**src/rtl/mem_arbiter.sv**
```systemverilog
// Shared main-memory port arbiter for an I-cache and a D-cache.
// Block fills are pipelined reads of WORDS 16-bit words; D writes are single-word write-through.
module mem_arbiter #(
  parameter int unsigned WORDS = 8
) (
  input  logic                       clk,
  input  logic                       rst,
  input  logic                       i_req,
  input  logic [15:0]                i_addr,
  input  logic                       d_req,
  input  logic                       d_write,
  input  logic [15:0]                d_addr,
  input  logic [15:0]                d_wdata,
  output logic [15:0]                i_data,
  output logic                       i_valid,
  output logic [$clog2(WORDS)-1:0]   i_word,
  output logic                       i_done,
  output logic [15:0]                d_data,
  output logic                       d_valid,
  output logic [$clog2(WORDS)-1:0]   d_word,
  output logic                       d_done,
  output logic                       mem_en,
  output logic                       mem_wr,
  output logic [15:0]                mem_addr,
  output logic [15:0]                mem_wdata,
  input  logic [15:0]                mem_rdata,
  input  logic                       mem_rvalid
);

  localparam int unsigned CW      = $clog2(WORDS);
  localparam logic [CW:0] WORDS_C = (CW+1)'(WORDS);
  localparam logic [CW:0] LAST_C  = (CW+1)'(WORDS - 1);
  localparam logic [CW:0] ONE_C   = (CW+1)'(1);

  typedef enum logic [1:0] {
    ST_IDLE   = 2'd0,
    ST_IFILL  = 2'd1,
    ST_DFILL  = 2'd2,
    ST_DWRITE = 2'd3
  } state_e;

  state_e      state_q, state_d;
  logic [CW:0] issue_cnt_q, issue_cnt_d;
  logic [CW:0] return_cnt_q, return_cnt_d;
  logic        last_d_q, last_d_d;
  logic [15:0] addr_q, addr_d;
  logic [15:0] wdata_q, wdata_d;

  logic in_fill;
  logic issuing;
  logic fill_ret;
  logic last_ret;
  logic pick_d;
  logic pick_i;

  assign in_fill  = (state_q == ST_IFILL) || (state_q == ST_DFILL);
  assign issuing  = in_fill && (issue_cnt_q < WORDS_C);
  assign fill_ret = in_fill && mem_rvalid;
  assign last_ret = fill_ret && (return_cnt_q == LAST_C);
  // Under contention D wins unless it was the most recent grant.
  assign pick_d   = d_req && (!i_req || !last_d_q);
  assign pick_i   = i_req && !pick_d;

  // Next-state, counter and capture-register logic.
  always_comb begin
    state_d      = state_q;
    issue_cnt_d  = issue_cnt_q;
    return_cnt_d = return_cnt_q;
    last_d_d     = last_d_q;
    addr_d       = addr_q;
    wdata_d      = wdata_q;
    case (state_q)
      ST_IDLE: begin
        issue_cnt_d  = '0;
        return_cnt_d = '0;
        if (pick_d) begin
          last_d_d = 1'b1;
          addr_d   = d_addr;
          wdata_d  = d_wdata;
          if (d_write) begin
            state_d = ST_DWRITE;
          end else begin
            state_d = ST_DFILL;
          end
        end else if (pick_i) begin
          last_d_d = 1'b0;
          addr_d   = i_addr;
          state_d  = ST_IFILL;
        end else begin
          state_d = ST_IDLE;
        end
      end
      ST_IFILL, ST_DFILL: begin
        if (issuing) begin
          issue_cnt_d = issue_cnt_q + ONE_C;
        end else begin
          issue_cnt_d = issue_cnt_q;
        end
        if (last_ret) begin
          state_d      = ST_IDLE;
          issue_cnt_d  = '0;
          return_cnt_d = '0;
        end else if (fill_ret) begin
          return_cnt_d = return_cnt_q + ONE_C;
        end else begin
          return_cnt_d = return_cnt_q;
        end
      end
      ST_DWRITE: begin
        state_d = ST_IDLE;
      end
      default: begin
        state_d = ST_IDLE;
      end
    endcase
  end

  // State and datapath registers with synchronous reset.
  always_ff @(posedge clk) begin
    if (rst) begin
      state_q      <= ST_IDLE;
      issue_cnt_q  <= '0;
      return_cnt_q <= '0;
      last_d_q     <= 1'b0;
      addr_q       <= 16'h0000;
      wdata_q      <= 16'h0000;
    end else begin
      state_q      <= state_d;
      issue_cnt_q  <= issue_cnt_d;
      return_cnt_q <= return_cnt_d;
      last_d_q     <= last_d_d;
      addr_q       <= addr_d;
      wdata_q      <= wdata_d;
    end
  end

  // Output decode; returned data is a same-cycle passthrough of mem_rdata.
  always_comb begin
    i_data    = 16'h0000;
    i_valid   = 1'b0;
    i_word    = '0;
    i_done    = 1'b0;
    d_data    = 16'h0000;
    d_valid   = 1'b0;
    d_word    = '0;
    d_done    = 1'b0;
    mem_en    = 1'b0;
    mem_wr    = 1'b0;
    mem_addr  = 16'h0000;
    mem_wdata = 16'h0000;
    if (issuing) begin
      mem_en   = 1'b1;
      mem_addr = {addr_q[15:CW+1], issue_cnt_q[CW-1:0], 1'b0};
    end else begin
      mem_en   = 1'b0;
    end
    case (state_q)
      ST_IFILL: begin
        if (fill_ret) begin
          i_valid = 1'b1;
          i_data  = mem_rdata;
          i_word  = return_cnt_q[CW-1:0];
          i_done  = last_ret;
        end else begin
          i_valid = 1'b0;
        end
      end
      ST_DFILL: begin
        if (fill_ret) begin
          d_valid = 1'b1;
          d_data  = mem_rdata;
          d_word  = return_cnt_q[CW-1:0];
          d_done  = last_ret;
        end else begin
          d_valid = 1'b0;
        end
      end
      ST_DWRITE: begin
        mem_en    = 1'b1;
        mem_wr    = 1'b1;
        mem_addr  = addr_q & 16'hFFFE;
        mem_wdata = wdata_q;
        d_done    = 1'b1;
      end
      default: begin
        mem_wr = 1'b0;
      end
    endcase
  end

endmodule

```
**config.mk**
```make
export PLATFORM = sky130hd
export DESIGN_NAME = mem_arbiter
export DESIGN_NICKNAME = d
export VERILOG_FILES = /design/src/rtl/mem_arbiter.sv
export SDC_FILE = /design/constraint.sdc
export NUM_CORES = 1
export LEC_CHECK = 0
export ABC_AREA = 1
export CELL_PAD_IN_SITES_DETAIL_PLACEMENT = 1
export CELL_PAD_IN_SITES_GLOBAL_PLACEMENT = 2
export CORE_UTILIZATION = 19
export CTS_BUF_LIST = sky130_fd_sc_hd__clkbuf_16
export CTS_CLUSTER_SIZE = 12
export DETAILED_ROUTE_END_ITERATION = 6
export PLACE_DENSITY_LB_ADDON = 0.1
export SLEW_MARGIN = 40
export SYNTH_ARGS = -nofsm -noshare
export SYNTH_HDL_FRONTEND = slang
export SYNTH_SLANG_ARGS = --single-unit
```
**constraint.sdc**
```tcl
create_clock -name clk -period 2.8 [get_ports clk]
set_clock_uncertainty 0.15 [all_clocks]
set_input_delay 0.56 -clock clk [delete_from_list [all_inputs] [get_ports clk]]
set_output_delay 0.56 -clock clk [all_outputs]
set_load 0.05 [all_outputs]
```
# Word level (Yosys, flattened, before mapping)
# Index checks and enable logic that the tools add are counted.
dict set report classes {
  magnitude_cmp 1
  n_reduce_logical 18
  mux 33
  bitwise_logic 0
  n_div 0
  n_addsub 2
  multipliers 0
  shifts 0
  eq_ne 7
}
# op count
set op_table {}
lappend op_table {{two-way mux 16 bit} 8}
lappend op_table {{two-way mux 4 bit} 4}
lappend op_table {{one-hot mux 4 bit (2 select lines)} 2}
lappend op_table {{two-way mux 1 bit} 12}
lappend op_table {{two-way mux 3 bit} 3}
lappend op_table {{adder 4 x 1 -> 4 bit (second input constant)} 2}
lappend op_table {{AND reduction 2 bit} 4}
lappend op_table {{inequality test 3 bit (second input constant)} 2}
lappend op_table {{one-hot mux 2 bit (3 select lines)} 1}
lappend op_table {{logical AND 1 bit} 5}
lappend op_table {{equality test 2 bit (second input constant)} 2}
lappend op_table {{equality test 4 x 3 -> 1 bit (second input constant)} 1}
lappend op_table {{< comparator 4 bit (second input constant)} 1}
lappend op_table {{two-way mux 2 bit} 2}
lappend op_table {{nonzero test 2 bit} 2}
lappend op_table {{zero test 1 bit} 3}
lappend op_table {{equality test 2 x 1 -> 1 bit (second input constant)} 1}
lappend op_table {{zero test 2 bit} 1}
lappend op_table {{logical OR 1 bit} 2}
lappend op_table {{inequality test 2 bit (second input constant)} 1}
lappend op_table {{one-hot mux 1 bit (2 select lines)} 1}
lappend op_table {{OR reduction 2 bit} 1}
dict set report word_totals {
  latch_bits 0
  rom_bits 0
  wordCells 67
  n_memories 0
  mem_bits_rw 0
  register_bits 43
}

# Longest topological paths before layout
# Gate-level depths: netlist (run 1).
dict set report depth {
  ltp_word 8
  depth_mapped 10
  depth_no_buf 10
}

# Worst setup path after synthesis (run 1)
# Ideal clock, no wire load.
dict set report synth_path {
  kind {reg-to-output}
  startpoint {register state_q[0]}
  endpoint {output d_data[10]}
  t_arrival_ns 2.374
  stages_incl_launch_ff 8
  required_time_ns 2.090
  path_slack_ns -0.284
  path_cell_list {dfxtp_1 -> inv_1 -> ha_1 -> nand2_2 -> nor2_2 -> inv_2 -> buf_2 -> nor2_1}
}
dict set report synth_via {
  elab_chain_cells 5
  elab_cells_between_ends 6
}
# element line
set synth_rtl {}
lappend synth_rtl {{start, declared} 42} ;# state_e state_q, state_d;
lappend synth_rtl {{start signal, assigned} 128} ;# state_q <= state_d;
lappend synth_rtl {{equality test 2 x 1 -> 1 bit or equality test 2 bit (tied branches)} {56, 157}}
lappend synth_rtl {{logical OR 1 bit} 56} ;# assign in_fill = (state_q == ST_IFILL) || (state_q == ST_DFILL);
lappend synth_rtl {{logical AND 1 bit} 58} ;# assign fill_ret = in_fill && mem_rvalid;
lappend synth_rtl {{two-way mux 16 bit} 169} ;# if (fill_ret) begin
lappend synth_rtl {{two-way mux 16 bit (*)} 157} ;# case (state_q)
lappend synth_rtl {{end, declared} 18} ;# output logic [15:0] d_data,
# Mark *: on every way between the ends. The rest lies on a longest branch, timed or not.

# Worst setup path in the final report (run 1)
dict set report layout_path {
  startpoint {register state_q[0]}
  endpoint {output mem_addr[14]}
}
dict set report layout_via {
  elab_chain_cells 5
  elab_cells_between_ends 7
}
# element line
set layout_rtl {}
lappend layout_rtl {{equality test 2 x 1 -> 1 bit or equality test 2 bit (tied branches)} 56}
lappend layout_rtl {{logical OR 1 bit} 56}
lappend layout_rtl {{logical AND 1 bit} 57} ;# assign issuing = in_fill && (issue_cnt_q < WORDS_C);
lappend layout_rtl {{two-way mux 16 bit} 151} ;# if (issuing) begin
lappend layout_rtl {{two-way mux 16 bit (*)} 157}
lappend layout_rtl {{end, declared} 24} ;# output logic [15:0] mem_addr,
# Marked as above.

==> results of run 1 <==
[worst paths after layout]
check             start            to  slack [ns]  cells after the start
min reg2reg  wdata_q[2]    wdata_q[2]        0.31                      2
min          wdata_q[2]    wdata_q[2]        0.31                      2
max reg2reg  state_q[0]     addr_q[5]        1.01                      6
max          state_q[0]  mem_addr[14]        0.15                      8
[registers in the layout (all words and copies together) (netlist names)]
signal / count
addr_q: 15
issue_cnt_q: 4
last_d_q: 1
return_cnt_q: 4
state_q: 2
wdata_q: 16
[stage by stage]
| step | total power, W | hold slack, ns | std cells |
|---|---|---|---|
| after global routing | 0.00347 | 0.332 | 731 |
| after CTS | 0.00330 | 0.316 | 731 |
| after global placement | 0.00249 | 0.299 | 723 |
| after detailed placement | 0.00252 | 0.306 | 723 |
| after floorplan | 0.00182 | 0.289 | 419 |
| final | 0.00326 | 0.311 | 731 |
[final cells by class]
class	count	area, µm²	area share
Timing Repair Buffer	152	2230	0.439
Multi-Input combinational cell	288	1350	0.265
Sequential cell	42	841	0.165
Inverter	69	262	0.0514
Tap cell	172	215	0.0423
Clock buffer	5	125	0.0246
Clock inverter	3	63.8	0.0125
[routing by layer]
layer	vias up	part of all wire	GRT usage
met5	-	0	0
met4	0	0.0059	0.0292
met3	5	0.071	0.0404
met2	100	0.50	0.261
met1	1403	0.43	0.162
li1	1532	-	-
[synthesized netlist by cell type]
cell and count:
nor2_4 1, buf_4 5, conb_1 1, nor2_2 1, a21oi_1 40, dfxtp_1 42
nand4_1 2, o21bai_1 1, buf_2 6, nor2_1 63, inv_2 3, nand2_2 6
a21oi_4 1, o211ai_1 1, nand3_1 21, o21ai_0 6, nand2_1 134, buf_1 2
nand2_4 2, buf_6 4, ha_1 7, inv_1 66, a22oi_1 1, clkbuf_1 3
[logic make-up after synthesis]
logic type,count (synthesis),synth area share
AO/OA/AOI/OAI,50,0.106
adder cells (fa/ha/maj),7,0.0347
buffers and inverters,89,0.155
other,1,0.00148
AND/OR/NAND/NOR,230,0.370
flip-flops,42,0.333
[power by group through the flow]
| stage | Sequential, W | Clock, W | Combinational, W |
|---|---|---|---|
| after global placement | 0.000800 | 0 | 0.00169 |
| final | 0.000791 | 0.000764 | 0.00170 |
| after CTS | 0.000792 | 0.000787 | 0.00173 |
| after detailed placement | 0.000804 | 0 | 0.00171 |
| after global routing | 0.000810 | 0.000811 | 0.00185 |
| after floorplan | 0.000786 | 0 | 0.00104 |
[worst max-delay path, cell delays in order, from the launching register on]
cell and delay [ns]:
dfxtp_1 0.38, inv_1 0.12, ha_4 0.33, nand2_1 0.13, inv_1 0.08, nor2_1 0.04, buf_4 0.21, nor2_1 0.19
buf_12 0.17
==> flow_summary.ini, run 1 <==
[status]
outcome = finished clean

[placement]
post_dp_cell_area_um2 = 4870
dp_hpwl_mm = 7.58
dpl_worst_slack_ns = 0.0764
numPortBuffers = 142
place.gp.congestion = 0.797

[route]
drt_pass1_iterations = 3
avgRoutedWirePerCell_um = 13.2
via_per_inst = 4.16
route.vias.total = 3040
ant_nets = 0
drtIter0Drc = 56
route.final.wire_length_mm = 9.61
drt_drc_violations_left = 0

[yosys]
syn-cell-area_um2 = 2530
yosys_warnings = 0
ys_seq_area_frac = 0.333
yosysTopAreaCell = dfxtp_1
post_synth_top_area_share = 0.333
synth_area_per_cell_um2 = 6.03
post_synth_inst_count = 419
yosys.cell_types.count = 24
syn_nets = 496
synth_top_cells_by_area = dfxtp_1, nand2_1, inv_1
count_of_state_elements_after_synthesis = 42

[floorplan]
dieHeight_um = 117
fp-row-count = 41
initial_core_util = 0.198
die_x_um = 117
core_region_area_um2 = 12800
die_area_um2 = 13800
top_level_ports = 146

[global_routing]
overflow = 0
global_route.usage.total = 0.142
vias_in_the_first_global_route = 3156
grt_antenna_before_repair = 0
grt_pass1_wl_mm = 15.9
pin_count_of_the_biggest_net_entering_global_routing = 23

[pwr]
cell_internal_pwr_w = 0.00189
p_per_area_nw_per_um2 = 640
share_comb_of_total_power = 0.523
seq_power_share = 0.243
power.share.switching = 0.420
vdd_ir_drop_max_uv = 268
p_clk_frac = 0.234
leakagePower_nw = 2.26
netSwitchingPower_w = 0.00137

[sta]
rsz0062_at_grt = true
fin_crit_ns = 2.65
timing.final.crit_share = 0.945
timing.final.ws_setup_ns = 0.154
slew_viol_final = 0
finalSetupTns_ns = 0
maxClockFrequency_mhz = 378
timing.final.setup_violations = 0
timing_hold_violations_final = 0

[cts]
cts_hold_repair.buffers = 0
clock_sink_count = 42
clk_pin_slew_worst_paths_ns = 0.06
post_cts.resized_instances = 4
cts_h_tree_depth = 2
postCtsSetupBuffers = 0
cts.path.max_buffers = 2
worstSkewPairLatency_ns = 0.28
numCtsBuffers = 5
clock-root-buffer = clkbuf_16
cts_tree = built

[run]
drv.max_cap_violation_count = 0

[setup_path]
worst-setup-path-type = reg -> out
worst-endpoint-arrival_ns = 1.94
timing.critical_path.required_ns = 2.09
crit_path_end_kind = output port
crit_path_max_fanout = 13
startpoint_type = flip-flop

[cells_and_area]
area.growth.synth_to_final_pct = 101
final_common_cell = nand2_1
design_area_um2 = 5090
top_library_cells_by_usage_in_the_layout_fill_and_taps_aside = nand2_1, buf_12, clkdlybuf4s50_1, inv_1, nor2_1
post-route-util = 0.398
final_layout_size_suffix_gt1_frac = 0.216
antenna_cells = 0
nets = 635
final.fill_count = 1506

[worst_hold_path]
class_of_the_tightest_hold_or_removal_check = reg -> reg
Note: power is estimated with default switching activity, not from simulation.
==> run 2: changes to the inputs <==
--- a/config.mk
+++ b/config.mk
@@ -5,14 +5,14 @@
 export SDC_FILE = /design/constraint.sdc
 export NUM_CORES = 1
 export LEC_CHECK = 0
-export ABC_AREA = 1
 export CELL_PAD_IN_SITES_DETAIL_PLACEMENT = 1
 export CELL_PAD_IN_SITES_GLOBAL_PLACEMENT = 2
-export CORE_UTILIZATION = 19
+export CORE_UTILIZATION = 21
 export CTS_BUF_LIST = sky130_fd_sc_hd__clkbuf_16
 export CTS_CLUSTER_SIZE = 12
 export DETAILED_ROUTE_END_ITERATION = 6
 export PLACE_DENSITY_LB_ADDON = 0.1
+export REMOVE_ABC_BUFFERS = 1
 export SLEW_MARGIN = 40
 export SYNTH_ARGS = -nofsm -noshare
 export SYNTH_HDL_FRONTEND = slang
==> run 2 against run 1 <==
Cell area down 7.9%. Routed wire length fell by 17%. Non-clock buffer count increased by 1. Critical path depth shrank 1. Largest cell class unchanged.
==> flow_summary.ini, run 2 <==
[setup_path]
critical_path.top_delay_family = buffers and inverters
startpoint_type = flip-flop
crit_path_max_fanout = 13
origin_of_the_critical_flop_to_flop_path = state_q[0]
r2r_end = return_cnt_q[3]
worst-endpoint-arrival_ns = 1.93
worst-setup-path-type = reg -> out
r2r_cells = 7
crit_chain = inv_1, ha_4, and2b_2, nor2_1, buf_4, nor2b_1, buf_4
slowest_delay_ns = 0.36
timing.critical_path.required_ns = 2.09
setup.reg_to_reg.worst_slack_ns = 0.73
crit_path_frequent_cell = buf_4
crit_path_end_kind = output port
worst-path-buf-inv = 3
slowest_stage = dfxtp_1

[worst_hold_path]
class_of_the_tightest_hold_or_removal_check = reg -> reg
worstHoldPathCells = 2
holdPathEnd = wdata_q[14]
hold_path.startpoint = wdata_q[14]

[route]
drtIter0Drc = 79
via_per_inst = 4.29
route.final.wire_length_mm = 8.00
avgRoutedWirePerCell_um = 13.9
drt_pass1_iterations = 2
route.vias.total = 2476
ant_nets = 0
drt_drc_violations_left = 0

[cts]
clock-root-buffer = clkbuf_16
worstSkewPairLatency_ns = 0.29
cts.path.max_buffers = 2
cts_hold_repair.buffers = 0
numCtsBuffers = 5
clock_sink_count = 42
postCtsSetupBuffers = 0
cts_tree = built
clk_pin_slew_worst_paths_ns = 0.06
cts_h_tree_depth = 2

[cells_and_area]
layout_top_registers = wdata_q: 16 flops, addr_q: 15 flops
fin_cells = 577
registers.top_by_ff_count = wdata_q
register_area_um2 = 841
final_layout_size_suffix_gt1_frac = 0.227
final_common_cell = clkdlybuf4s50_1
multi_input_area_um2 = 1420
top_library_cells_by_usage_in_the_layout_fill_and_taps_aside = clkdlybuf4s50_1, buf_12, and2_1, nand2_1, dfxtp_1
final.fill_count = 1229
nets = 513
largest_reg_flops = 16
antenna_cells = 0
area.growth.synth_to_final_pct = 97.9

[yosys]
count_of_state_elements_after_synthesis = 42
synth_top_cells_by_area = dfxtp_1, and2_1, nand2_1
synth_most_common_cell = and2_1
post_synth_inst_count = 297
ys.flop_type = dfxtp_1
ys_seq_area_frac = 0.355
synthTopCellsByCount = and2_1, nand2_1, dfxtp_1
postSynth.asyncResetShare = 0
yosys.cell_types.count = 40
synth_area_per_cell_um2 = 7.97
yosys_warnings = 0
syn-cell-area_um2 = 2370
yosysTopAreaCell = dfxtp_1
synth_edf_count = 0
post_synth_top_area_share = 0.355

[sta]
maxClockFrequency_mhz = 379
max_slew_margin = 0.580
fin_crit_ns = 2.64
timing.final.crit_share = 0.942
timing.hold.ws_ns = 0.298
slew_viol_final = 0
timing_hold_violations_final = 0
rsz0062_at_grt = false
worstMarginPinSlew_ns = 0.629
timing.final.setup_violations = 0

[floorplan]
dieHeight_um = 108
fp-row-count = 38
core_region_area_um2 = 10900
initial_core_util = 0.217
die_x_um = 108
top_level_ports = 146
die_area_um2 = 11700

[global_routing]
vias_in_the_first_global_route = 2408
global_route.usage.total = 0.139
pin_count_of_the_biggest_net_entering_global_routing = 32
grt_pass1_wl_mm = 12.7
grt_antenna_before_repair = 0
overflow = 0

[pwr]
power_w = 0.00248
p_per_area_nw_per_um2 = 529
leakagePower_nw = 1.90
vdd_ir_drop_max_uv = 293

[placement]
numPortBuffers = 142
dp_hpwl_mm = 6.23
place.gp.congestion = 0.732
cell_count_after_placement = 569

[run]
drv.max_cap_violation_count = 0

[status]
outcome = finished clean
[run 2: kinds of logic after synthesis]
group,share of synthesized area
buffers and inverters,0.0523
multiplexers,0.0772
AO/OA/AOI/OAI,0.136
adder cells (fa/ha/maj),0.0370
flip-flops,0.355
AND/OR/NAND/NOR,0.337
XOR/XNOR,0.00370
other,0.00158
[run 2: layer usage]
metal	track usage	vias to the layer above	wire [µm]
met1	0.170	1129	3380
li1	-	1261	-
met3	0.0368	7	537
met2	0.242	79	4020
met5	0	-	0
met4	0.0294	0	59
[run 2: cell type report]
type                            count  area share
Clock buffer                        5      0.0267
Multi-Input combinational cell    230       0.303
Inverter                            4     0.00321
Timing Repair Buffer              153       0.447
Tap cell                          140      0.0374
Sequential cell                    42       0.179
Clock inverter                      3     0.00347
[run 2: worst reg2reg max path, delay by kind of cell (launching register included)]
family | cells | cell delay, ns
AND/OR/NAND/NOR | 2 | 0.66
flip-flops | 1 | 0.36
buffers and inverters | 2 | 0.31
adder cells (fa/ha/maj) | 1 | 0.29
AO/OA/AOI/OAI | 2 | 0.22
[run 2: metrics by stage]
| step | setup TNS [ns] | setup WS [ns] | instance area [µm²] | util |
|---|---|---|---|---|
| after floorplan | -4.39 | -0.253 | 2260 | - |
| after global placement | 0 | 0.232 | 4530 | 0.416 |
| after detailed placement | 0 | 0.233 | 4530 | 0.416 |
| after CTS | 0 | 0.0345 | 4670 | 0.429 |
| after global routing | 0 | 0.0188 | 4680 | 0.430 |
| final | 0 | 0.161 | 4680 | 0.430 |
[run 2: how the worst max path moves through the flow]
stage / to / cells past startpoint / startpoint / slack (ns)
final: mem_addr[15] / 7 / state_q[1] / 0.16
after global routing: mem_addr[10] / 7 / state_q[0] / 0.02
after CTS: mem_addr[15] / 7 / state_q[1] / 0.03
after detailed placement: i_done / 5 / mem_rvalid / 0.23
after global placement: i_done / 5 / mem_rvalid / 0.23
after floorplan: mem_addr[1] / 5 / state_q[0] / -0.25
[run 2: report_power, final]
part,total (W),switching [W],internal [W],leakage (nW)
sequential,0.000763,0.0000599,0.000703,0.346
clock,0.000574,0.000246,0.000328,0.0730
combinational,0.00114,0.000664,0.000476,1.48
[run 2: timing repair]
action / in CTS / in global routing
gates cloned: 0 / 0
setup endpoints to repair: 15 / 14
hold endpoints to repair: 0 / 0
resized for setup: 3 / 1
==> run 3: changes to the inputs <==
--- a/config.mk
+++ b/config.mk
@@ -5,6 +5,7 @@
 export SDC_FILE = /design/constraint.sdc
 export NUM_CORES = 1
 export LEC_CHECK = 0
+export CAP_MARGIN = 30
 export CELL_PAD_IN_SITES_DETAIL_PLACEMENT = 1
 export CELL_PAD_IN_SITES_GLOBAL_PLACEMENT = 2
 export CORE_UTILIZATION = 21
==> results of run 3 <==
Final layout, timing and power as in run 2 (identical DEF).
